## src/rtl/fuel_pump_scheduler_pkg.sv

```systemverilog
// Shared definitions for the fuel pump scheduler: fuel codes, FSM states and
// the fuel-code to unit-price mapping.
package fuel_pkg;

    typedef enum logic [1:0] {
        FUEL_NONE = 2'b00,
        FUEL_LPG  = 2'b01,
        FUEL_PB   = 2'b10,
        FUEL_ON   = 2'b11
    } fuel_t;

    typedef enum logic [1:0] {
        IDLE   = 2'd0,
        SELECT = 2'd1,
        FUEL   = 2'd2,
        REPORT = 2'd3
    } state_t;

    localparam int PRICE_W       = 4;
    localparam int DEF_PRICE_LPG = 3;
    localparam int DEF_PRICE_PB  = 6;
    localparam int DEF_PRICE_ON  = 7;

    function automatic logic [PRICE_W-1:0] price_lookup(
        input logic [1:0]         code,
        input logic [PRICE_W-1:0] p_lpg,
        input logic [PRICE_W-1:0] p_pb,
        input logic [PRICE_W-1:0] p_on
    );
        logic [PRICE_W-1:0] p;
        p = '0;
        case (code)
            FUEL_LPG: p = p_lpg;
            FUEL_PB:  p = p_pb;
            FUEL_ON:  p = p_on;
            default:  p = '0;
        endcase
        return p;
    endfunction

endpackage

```

## src/rtl/fuel_pump_scheduler_rr_arbiter.sv

```systemverilog
// Combinational round-robin picker: first eligible index at or after ptr,
// wrapping modulo N.
module rr_arbiter #(
    parameter int N = 4
) (
    input  logic [N-1:0] eligible,
    input  logic [2:0]   ptr,
    output logic         any_vld,
    output logic [2:0]   grant
);

    function automatic int wrap_idx(input int p, input int k);
        int s;
        s = p + k;
        return (s >= N) ? s - N : s;
    endfunction

    // Scan from the farthest offset down so the closest eligible index wins.
    always_comb begin
        any_vld = 1'b0;
        grant   = '0;
        for (int k = N - 1; k >= 0; k--) begin
            if (eligible[wrap_idx(int'(ptr), k)]) begin
                any_vld = 1'b1;
                grant   = 3'(wrap_idx(int'(ptr), k));
            end
        end
    end

endmodule

```

## src/rtl/fuel_pump_scheduler.sv

```systemverilog
// Shares one metered pump among N_NOZZLE nozzles: round-robin grant, litre/cost
// accumulation, and a one-cycle completion record per transaction.
import fuel_pkg::*;

module fuel_pump_scheduler #(
    parameter int N_NOZZLE  = 4,
    parameter int LW        = 8,
    parameter int CW        = 12,
    parameter int PRICE_LPG = DEF_PRICE_LPG,
    parameter int PRICE_PB  = DEF_PRICE_PB,
    parameter int PRICE_ON  = DEF_PRICE_ON
) (
    input  logic                   clk,
    input  logic                   reset,
    input  logic [N_NOZZLE-1:0]    req,
    input  logic [2*N_NOZZLE-1:0]  fuel,
    input  logic [LW*N_NOZZLE-1:0] target,
    input  logic                   pump_tick,
    output logic                   pump_en,
    output logic                   grant_vld,
    output logic [2:0]             grant_id,
    output logic [LW-1:0]          litres,
    output logic [CW-1:0]          cost,
    output logic                   done,
    output logic [2:0]             done_id,
    output logic [LW-1:0]          done_litres,
    output logic [CW-1:0]          done_cost,
    output logic                   done_err,
    output logic                   done_abort
);

    state_t state, state_nxt;

    logic [N_NOZZLE-1:0] served, eligible, report_mask;
    logic [2:0]          rr_ptr, arb_idx, gid;
    logic                arb_vld;
    logic [1:0]          sel_fuel, fuel_q;
    logic [LW-1:0]       sel_target, target_q;
    logic [LW-1:0]       litres_q, litres_nxt;
    logic [CW-1:0]       cost_q, cost_nxt;
    logic [PRICE_W-1:0]  price_q;
    logic                req_g, hit, rpt_err, rpt_abort;

    assign eligible   = req & ~served;
    assign sel_fuel   = fuel[2*arb_idx +: 2];
    assign sel_target = target[LW*arb_idx +: LW];
    assign req_g      = req[gid];

    assign grant_id = gid;
    assign litres   = litres_q;
    assign cost     = cost_q;

    rr_arbiter #(.N(N_NOZZLE)) u_arb (
        .eligible (eligible),
        .ptr      (rr_ptr),
        .any_vld  (arb_vld),
        .grant    (arb_idx)
    );

    always_ff @(posedge clk) begin
        if (reset) state <= IDLE;
        else       state <= state_nxt;
    end

    always_comb begin
        state_nxt   = state;
        pump_en     = 1'b0;
        done        = 1'b0;
        grant_vld   = (state != IDLE);
        hit         = 1'b0;
        rpt_err     = 1'b0;
        rpt_abort   = 1'b0;
        litres_nxt  = litres_q;
        cost_nxt    = cost_q;
        report_mask = '0;
        case (state)
            IDLE: begin
                if (arb_vld) state_nxt = SELECT;
            end
            SELECT: begin
                if (fuel_q == FUEL_NONE || target_q == '0) begin
                    state_nxt = REPORT;
                    rpt_err   = 1'b1;
                end else begin
                    state_nxt = FUEL;
                end
            end
            FUEL: begin
                pump_en = 1'b1;
                if (pump_tick) begin
                    litres_nxt = litres_q + LW'(1);
                    cost_nxt   = cost_q + CW'(price_q);
                end
                // A tick that reaches the target completes normally even if req drops with it.
                hit = pump_tick && (litres_nxt == target_q);
                if (hit) begin
                    state_nxt = REPORT;
                end else if (!req_g) begin
                    state_nxt = REPORT;
                    rpt_abort = 1'b1;
                end
            end
            REPORT: begin
                done        = 1'b1;
                report_mask = N_NOZZLE'(1) << gid;
                state_nxt   = IDLE;
            end
            default: state_nxt = IDLE;
        endcase
    end

    always_ff @(posedge clk) begin
        if (reset) begin
            served      <= '0;
            rr_ptr      <= '0;
            gid         <= '0;
            fuel_q      <= '0;
            target_q    <= '0;
            price_q     <= '0;
            litres_q    <= '0;
            cost_q      <= '0;
            done_id     <= '0;
            done_litres <= '0;
            done_cost   <= '0;
            done_err    <= 1'b0;
            done_abort  <= 1'b0;
        end else begin
            // A dropped req always clears the served bit, even on the REPORT cycle.
            served <= (served | report_mask) & req;
            case (state)
                IDLE: begin
                    if (arb_vld) begin
                        gid      <= arb_idx;
                        fuel_q   <= sel_fuel;
                        target_q <= sel_target;
                        price_q  <= price_lookup(sel_fuel, PRICE_W'(PRICE_LPG),
                                                 PRICE_W'(PRICE_PB), PRICE_W'(PRICE_ON));
                        litres_q <= '0;
                        cost_q   <= '0;
                    end
                end
                FUEL: begin
                    litres_q <= litres_nxt;
                    cost_q   <= cost_nxt;
                end
                REPORT: begin
                    litres_q <= '0;
                    cost_q   <= '0;
                    rr_ptr   <= (gid == 3'(N_NOZZLE - 1)) ? 3'd0 : gid + 3'd1;
                end
                default: ;
            endcase
            if (state_nxt == REPORT) begin
                done_id     <= gid;
                done_litres <= litres_nxt;
                done_cost   <= cost_nxt;
                done_err    <= rpt_err;
                done_abort  <= rpt_abort;
            end
        end
    end

endmodule

```

## config.mk

```make
export PLATFORM = sky130hd
export DESIGN_NAME = fuel_pump_scheduler
export DESIGN_NICKNAME = d
export VERILOG_FILES = /design/src/rtl/fuel_pump_scheduler_pkg.sv /design/src/rtl/fuel_pump_scheduler_rr_arbiter.sv /design/src/rtl/fuel_pump_scheduler.sv
export SDC_FILE = /design/constraint.sdc
export NUM_CORES = 1
export LEC_CHECK = 0
export CORE_MARGIN = 5
export CORE_UTILIZATION = 25
export DETAILED_ROUTE_END_ITERATION = 8
export DONT_BUFFER_PORTS = 1
export PLACE_DENSITY_LB_ADDON = 0.3
export SLEW_MARGIN = 25
export SYNTH_ARGS = -nofsm -noshare
export SYNTH_HDL_FRONTEND = slang
export SYNTH_HIERARCHICAL = 1
export SYNTH_SLANG_ARGS = --single-unit
export TNS_END_PERCENT = 20
```

## constraint.sdc

```tcl
create_clock -name clk -period 4.33 [get_ports clk]
set_clock_uncertainty 0.2 [all_clocks]
set_input_delay 0.866 -clock clk [delete_from_list [all_inputs] [get_ports clk]]
set_output_delay 0.866 -clock clk [all_outputs]
set_load 0.01 [all_outputs]
```

==> results of run 1 <==
[through the flow]
step | cells | setup WS [ps] | hold slack, ps | cell area [um^2] | total power (uW)
6_report | 704 | 1080 | 268 | 4680 | 2760
5_1_grt | 704 | 871 | 291 | 4680 | 2950
4_1_cts | 704 | 1060 | 268 | 4680 | 2790
3_5_place_dp | 688 | 770 | 259 | 4310 | 1860
3_3_place_gp | 688 | 909 | 255 | 4310 | 1840
2_1_floorplan | 496 | 823 | 237 | 4150 | 1620
[metal layers]
metal | global-route usage (%) | vias up
li1 | - | 1755
met1 | 16.7 | 1659
met2 | 19.4 | 124
met3 | 4.79 | 13
met4 | 4.84 | 0
met5 | 0 | -
[report_power, final]
group | internal, uW | total, uW | switching (uW)
clock network | 625 | 923 | 298
registers | 707 | 817 | 110
logic | 361 | 1020 | 658
[worst paths after layout]
check / cells after the start / from / end
max reg2reg: 8 / litres[0]$_SDFFE_PP0P_ / done_cost[5]$_SDFFE_PP0N_
min: 2 / fuel_q[1]$_SDFFE_PP0P_ / fuel_q[1]$_SDFFE_PP0P_
min reg2reg: 2 / fuel_q[1]$_SDFFE_PP0P_ / fuel_q[1]$_SDFFE_PP0P_
max: 7 / req[3] / target_q[1]$_SDFFE_PP0P_
[layout by cell type (no fill, tap or decap), drive strengths merged, types with 3 or more instances in the layout]
cell type / n
a211oi: 3
a21o: 3
a21oi: 53
a22oi: 15
a311oi: 4
a31oi: 4
and3: 3
buf: 7
bufinv: 4
clkbuf: 9
dfxtp: 69
ha: 14
inv: 15
mux2: 6
mux2i: 4
mux4: 13
nand2: 43
nand2b: 3
nand3: 33
nand4: 7
nor2: 55
nor2b: 6
nor3: 13
nor3b: 6
o211ai: 4
o21ai: 38
o32ai: 3
or3: 3
xnor2: 18
xor2: 8
[area by class of cell]
type	count	area [um^2]
fill	1790	11800
sequential	69	1380
clock inverter	7	145
inverter	13	48.8
tap	220	275
multi-input combinational	379	2550
timing repair buffer	7	52.6
clock buffer	9	225
[Yosys cell counts, types with 4 or more instances]
cell type	count
nand4_1	6
dfxtp_1	69
xor2_1	8
mux4_2	12
nor2_1	55
nor2b_1	6
a21oi_1	52
mux2i_1	4
xnor2_1	18
o21ai_1	4
ha_1	14
o21ai_0	34
nor3b_1	6
mux2_2	6
buf_2	8
clkbuf_1	19
inv_1	12
a31oi_1	4
a22oi_1	15
nand2_1	42
o211ai_1	4
nor3_1	13
nand3_1	32
[state kept, by name, summed over array words and instances, names as in the netlist]
register and count:
cost 12, done_cost 12, done_litres 8, litres 8
target_q 8, served 4, done_id 3, grant_id 3
price_q 3, rr_ptr 3, state 2, done_abort 1
done_err 1, fuel_q 1
[kinds of logic (layout without fill, tap and decap cells)]
kind of cell / after synthesis / count (layout) / share of synthesized area [%]
adder cells (fa/ha/maj): 15 / 15 / 4.70
AO/OA/AOI/OAI: 133 / 133 / 19.9
AND/OR/NAND/NOR: 181 / 181 / 21.1
multiplexers: 23 / 23 / 9.73
buffers and inverters: 48 / 36 / 5.27
flip-flops: 69 / 69 / 33.3
XOR/XNOR: 27 / 27 / 6.03
[critical path, cell delays in order]
cell	delay [ps]
nor2b_1	500
o211ai_1	250
a311oi_1	350
o221a_2	520
mux4_2	560
a22oi_1	170
nor2_1	50
==> impl_metrics.toml, run 1 <==
[run_status]
status = "finished, final reports clean"

[power]
p_leak_uw = 0.00161
powerDensity_nw_per_um2 = 589
ir_drop_uv = 261

[layout]
utilization_pct = 28.4
diodes = 0
nets = 541
drive_gt1_share_pct = 11.4
synthToLayoutAreaGrowth_pct = 12.7

[synthesis]
synth_top_cell_area_share_pct = 33.3
synth-edff-count = 0
syn_area_per_cell_um2 = 8.37
synth_area_leaders = "dfxtp_1, mux4_2, a21oi_1, nor2_1, ha_1"
synth_top_area_cell = "dfxtp_1"
syn-num-nets = 558
syn_area_um2 = 4150
ys.warnings.count = 6
yosysSeqAreaShare_pct = 33.3
synthCells = 496
async_reset_ff_share_pct = 0
yosys.cell_types.count = 58
synth-seq-cells = 69
synth_ff_type = "dfxtp_1"

[die]
die-height_um = 139
core-area_um2 = 16500
rows = 47
num_io_pins = 98
start_util_pct = 25.2
die_w_um = 139
dieArea_um2 = 19300

[routing]
vias = 3551
highest_layer = "met4"
vias_per_cell = 5.04
wl_um = 12500
wl_met2_um = 5600
wl_per_cell_um = 17.8
drc = 0
wl_met3_um = 1140
ant_nets = 0
wl_met1_um = 5600
dr.pass1.iters = 4
first_iter_violations = 303

[clocking]
postCtsSetupBuffers = 0
cts_resized = 0
h-tree-depth = 3
clk_latency_ps = 330
hold_buffers = 0
cts.sinks = 69
numCtsBuffers = 9
clock_path_buffers = 2
tritoncts = "yes"
cts-root-buf = "clkbuf_16"
clk_pin_slew_ps = 60

[worst_setup_path]
critical_path.max_fanout = 11
critPathLaunchType = "input pin"
arrival_ps = 3270
critPathKind = "input pin to flip-flop"
cp-end-kind = "flip-flop"
reg2reg_slack_ps = 1090
cp.required_ps = 4350

[sta]
period_minus_slack_ps = 3250
hold_violations = 0
max_freq_mhz = 308
rsz0062_at_grt = "false"
drv_slew = 0
setup-tns-final_ps = 0
worst_slew_pin_slew_ps = 958
relSlewSlack_pct = 36.1
min_period_over_period_pct = 75.0
finalSetupViolations = 0

[placed_design]
place.gp.congestion = 0.807
portBuffers = 0
hpwlAfterDp_um = 9270

[global_routing]
gr-total-overflow = 0
grt_pass1_vias = 3456
grt_pass1_wl_um = 19900
grt_max_degree = 71
antenna_found_initial = 0
grt_usage_pct = 12.8

[flow_run]
maxCapViolations = 0

[worst_hold_path]
hp-class = "flip-flop to flip-flop"
(Power assumes the default switching activity.)
==> run 2: changes to the inputs <==
clock period = 3.2 ns   (was 4.33 ns; I/O delays follow)
==> run 2 against run 1 <==
Worst hold slack worse by 87 ps. Clock power up 7.3%. Largest cell class unchanged. Sequential cell count unchanged. Global-route usage about the same. Register-to-register slack worse by 670 ps. Critical path type is now flip-flop to flip-flop. Sequential power up 31%. Cell count up 2.1%. Highest routed layer unchanged. Routed wire length up 2.4%.
==> impl_metrics.toml, run 2 (synthesized netlist as in run 1, its figures left out) <==
[run_status]
status = "finished, final reports clean"

[global_routing]
gr-total-overflow = 0
grt_pass1_wl_um = 20100
grt_pass1_vias = 3483
antenna_found_initial = 0
grt_max_degree = 71
grt_busiest_layer = "met2"
grt_usage_pct = 12.9
grt_util_met3_pct = 5.10
use_met1_pct = 17.4
grt_use_met2_pct = 19.0

[worst_setup_path]
crit_slowest_cell = "mux4_2"
r2r_end = "target_q[7]$_SDFFE_PP0P_"
critical_path.max_fanout = 11
arrival_ps = 2800
cp-end-kind = "flip-flop"
cp.required_ps = 3220
critPathLaunchType = "flip-flop"
max_stage_delay_ps = 560
r2r-start = "rr_ptr[1]$_SDFFE_PP0P_"
critPathKind = "flip-flop to flip-flop"
crit_chain = "inv_1 > ha_1 > o41ai_1 > a31oi_1 > o221a_2 > mux4_2 > a22oi_1 > nor2_1"
reg2reg_slack_ps = 420
worstRegToRegCells = 8

[die]
num_io_pins = 98
core-area_um2 = 16500
die_w_um = 139
dieArea_um2 = 19300
rows = 47
die-height_um = 139
start_util_pct = 25.2

[routing]
drc = 0
wl_per_cell_um = 17.8
first_iter_violations = 272
dr.pass1.iters = 5
vias = 3624
ant_nets = 0
vias_per_cell = 5.04
wl_um = 12800

[layout]
final_common_cell = "dfxtp_1"
drive_gt1_share_pct = 13.8
stdcell_count = 719
synthToLayoutAreaGrowth_pct = 13.6
diodes = 0
final_cell_mix = "dfxtp_1, nor2_1, a21oi_1"
nets = 556

[sta]
setup_ws_ps = 418
max_freq_mhz = 359
min_period_over_period_pct = 86.9
setup-tns-final_ps = 0
period_minus_slack_ps = 2780
relSlewSlack_pct = 52.3
worst_slew_pin_slew_ps = 712
finalSetupViolations = 0
hold_violations = 0
drv_slew = 0
rsz0062_at_grt = "false"

[placed_design]
place_ws_ps = 125
hpwlAfterDp_um = 9640
portBuffers = 0
place.gp.congestion = 0.883
placedCellCount = 703

[power]
combPwrFrac_pct = 41.7
ir_drop_uv = 304
powerDensity_nw_per_um2 = 749
swShare_pct = 41.2
intPower_uw = 2080
p_leak_uw = 0.00165
p_sw_uw = 1450
power_frac_seq_pct = 30.3
clkPwrFrac_pct = 28.0

[flow_run]
maxCapViolations = 0

[clocking]
clock_path_buffers = 2
postCtsSetupBuffers = 0
cts.sinks = 69
clk_latency_ps = 330
hold_buffers = 0
h-tree-depth = 3
clk_pin_slew_ps = 60
cts_resized = 0
numCtsBuffers = 9
cts-root-buf = "clkbuf_16"
tritoncts = "yes"

[worst_hold_path]
hp-start = "reset"
min_path_cells = 1
hp-class = "input pin to flip-flop"
holdPathEnd = "done_id[1]$_SDFFE_PP0N_"
## run 2: cell count changes in the layout (fill, tap and decap cells not counted), sizes merged
cell / previous run / this run
clkbuf: 9 / 10
bufinv: 4 / 1
clkinv: 0 / 3
clkinvlp: 1 / 2
inv: 15 / 13
buf: 7 / 22
## run 2: power groups by stage
stage               logic (uW)  clock network [uW]  registers (uW)
floorplan                 1140                   0            1060
CTS                       1470                1020            1080
global route              1620                1060            1090
finish                    1470                 990            1070
detailed placement        1460                   0            1100
global placement          1420                   0            1090
## run 2: how the worst max path moves through the flow
stage	from	to	slack, ps
after floorplan	req[1]	target_q[1]$_SDFFE_PP0P_	190
after global placement	req[1]	target_q[3]$_SDFFE_PP0P_	290
after detailed placement	req[0]	target_q[7]$_SDFFE_PP0P_	120
after CTS	rr_ptr[1]$_SDFFE_PP0P_	target_q[7]$_SDFFE_PP0P_	420
after global routing	rr_ptr[1]$_SDFFE_PP0P_	target_q[4]$_SDFFE_PP0P_	260
final	rr_ptr[1]$_SDFFE_PP0P_	target_q[7]$_SDFFE_PP0P_	420
## run 2: layer usage
| layer | wire [um] | share of wire, % | up-vias |
|---|---|---|---|
| met5 | 0 | 0 | - |
| met4 | 246 | 1.9 | 0 |
| met3 | 1070 | 8.4 | 14 |
| met2 | 5510 | 43 | 117 |
| met1 | 5980 | 47 | 1711 |
| li1 | - | - | 1782 |
## run 2: cell type report
class                   instances  area [um^2]
clock buffers                  10          229
inverters                      13         48.8
multi-input cells             379         2550
flip-flops and latches         69         1380
clock inverters                 6         63.8
fillers                      1789        11800
repair buffers                 22          165
well taps                     220          275
## run 2: worst max-delay path: cells and delay by family, from the launching register on
family / cells / cell delay (ps)
buffers and inverters: 1 / 120
AND/OR/NAND/NOR: 1 / 60
flip-flops: 1 / 330
adder cells (fa/ha/maj): 1 / 440
multiplexers: 1 / 560
AO/OA/AOI/OAI: 4 / 950
## run 2: stage by stage
step | hold slack [ps] | util [%] | area, um^2 | power [uW]
6_report | 181 | 28.6 | 4720 | 3530
5_1_grt | 166 | 28.6 | 4720 | 3770
4_1_cts | 178 | 28.6 | 4720 | 3570
3_5_place_dp | 244 | 26.9 | 4420 | 2560
3_3_place_gp | 249 | 26.9 | 4420 | 2520
2_1_floorplan | 237 | - | 4150 | 2200
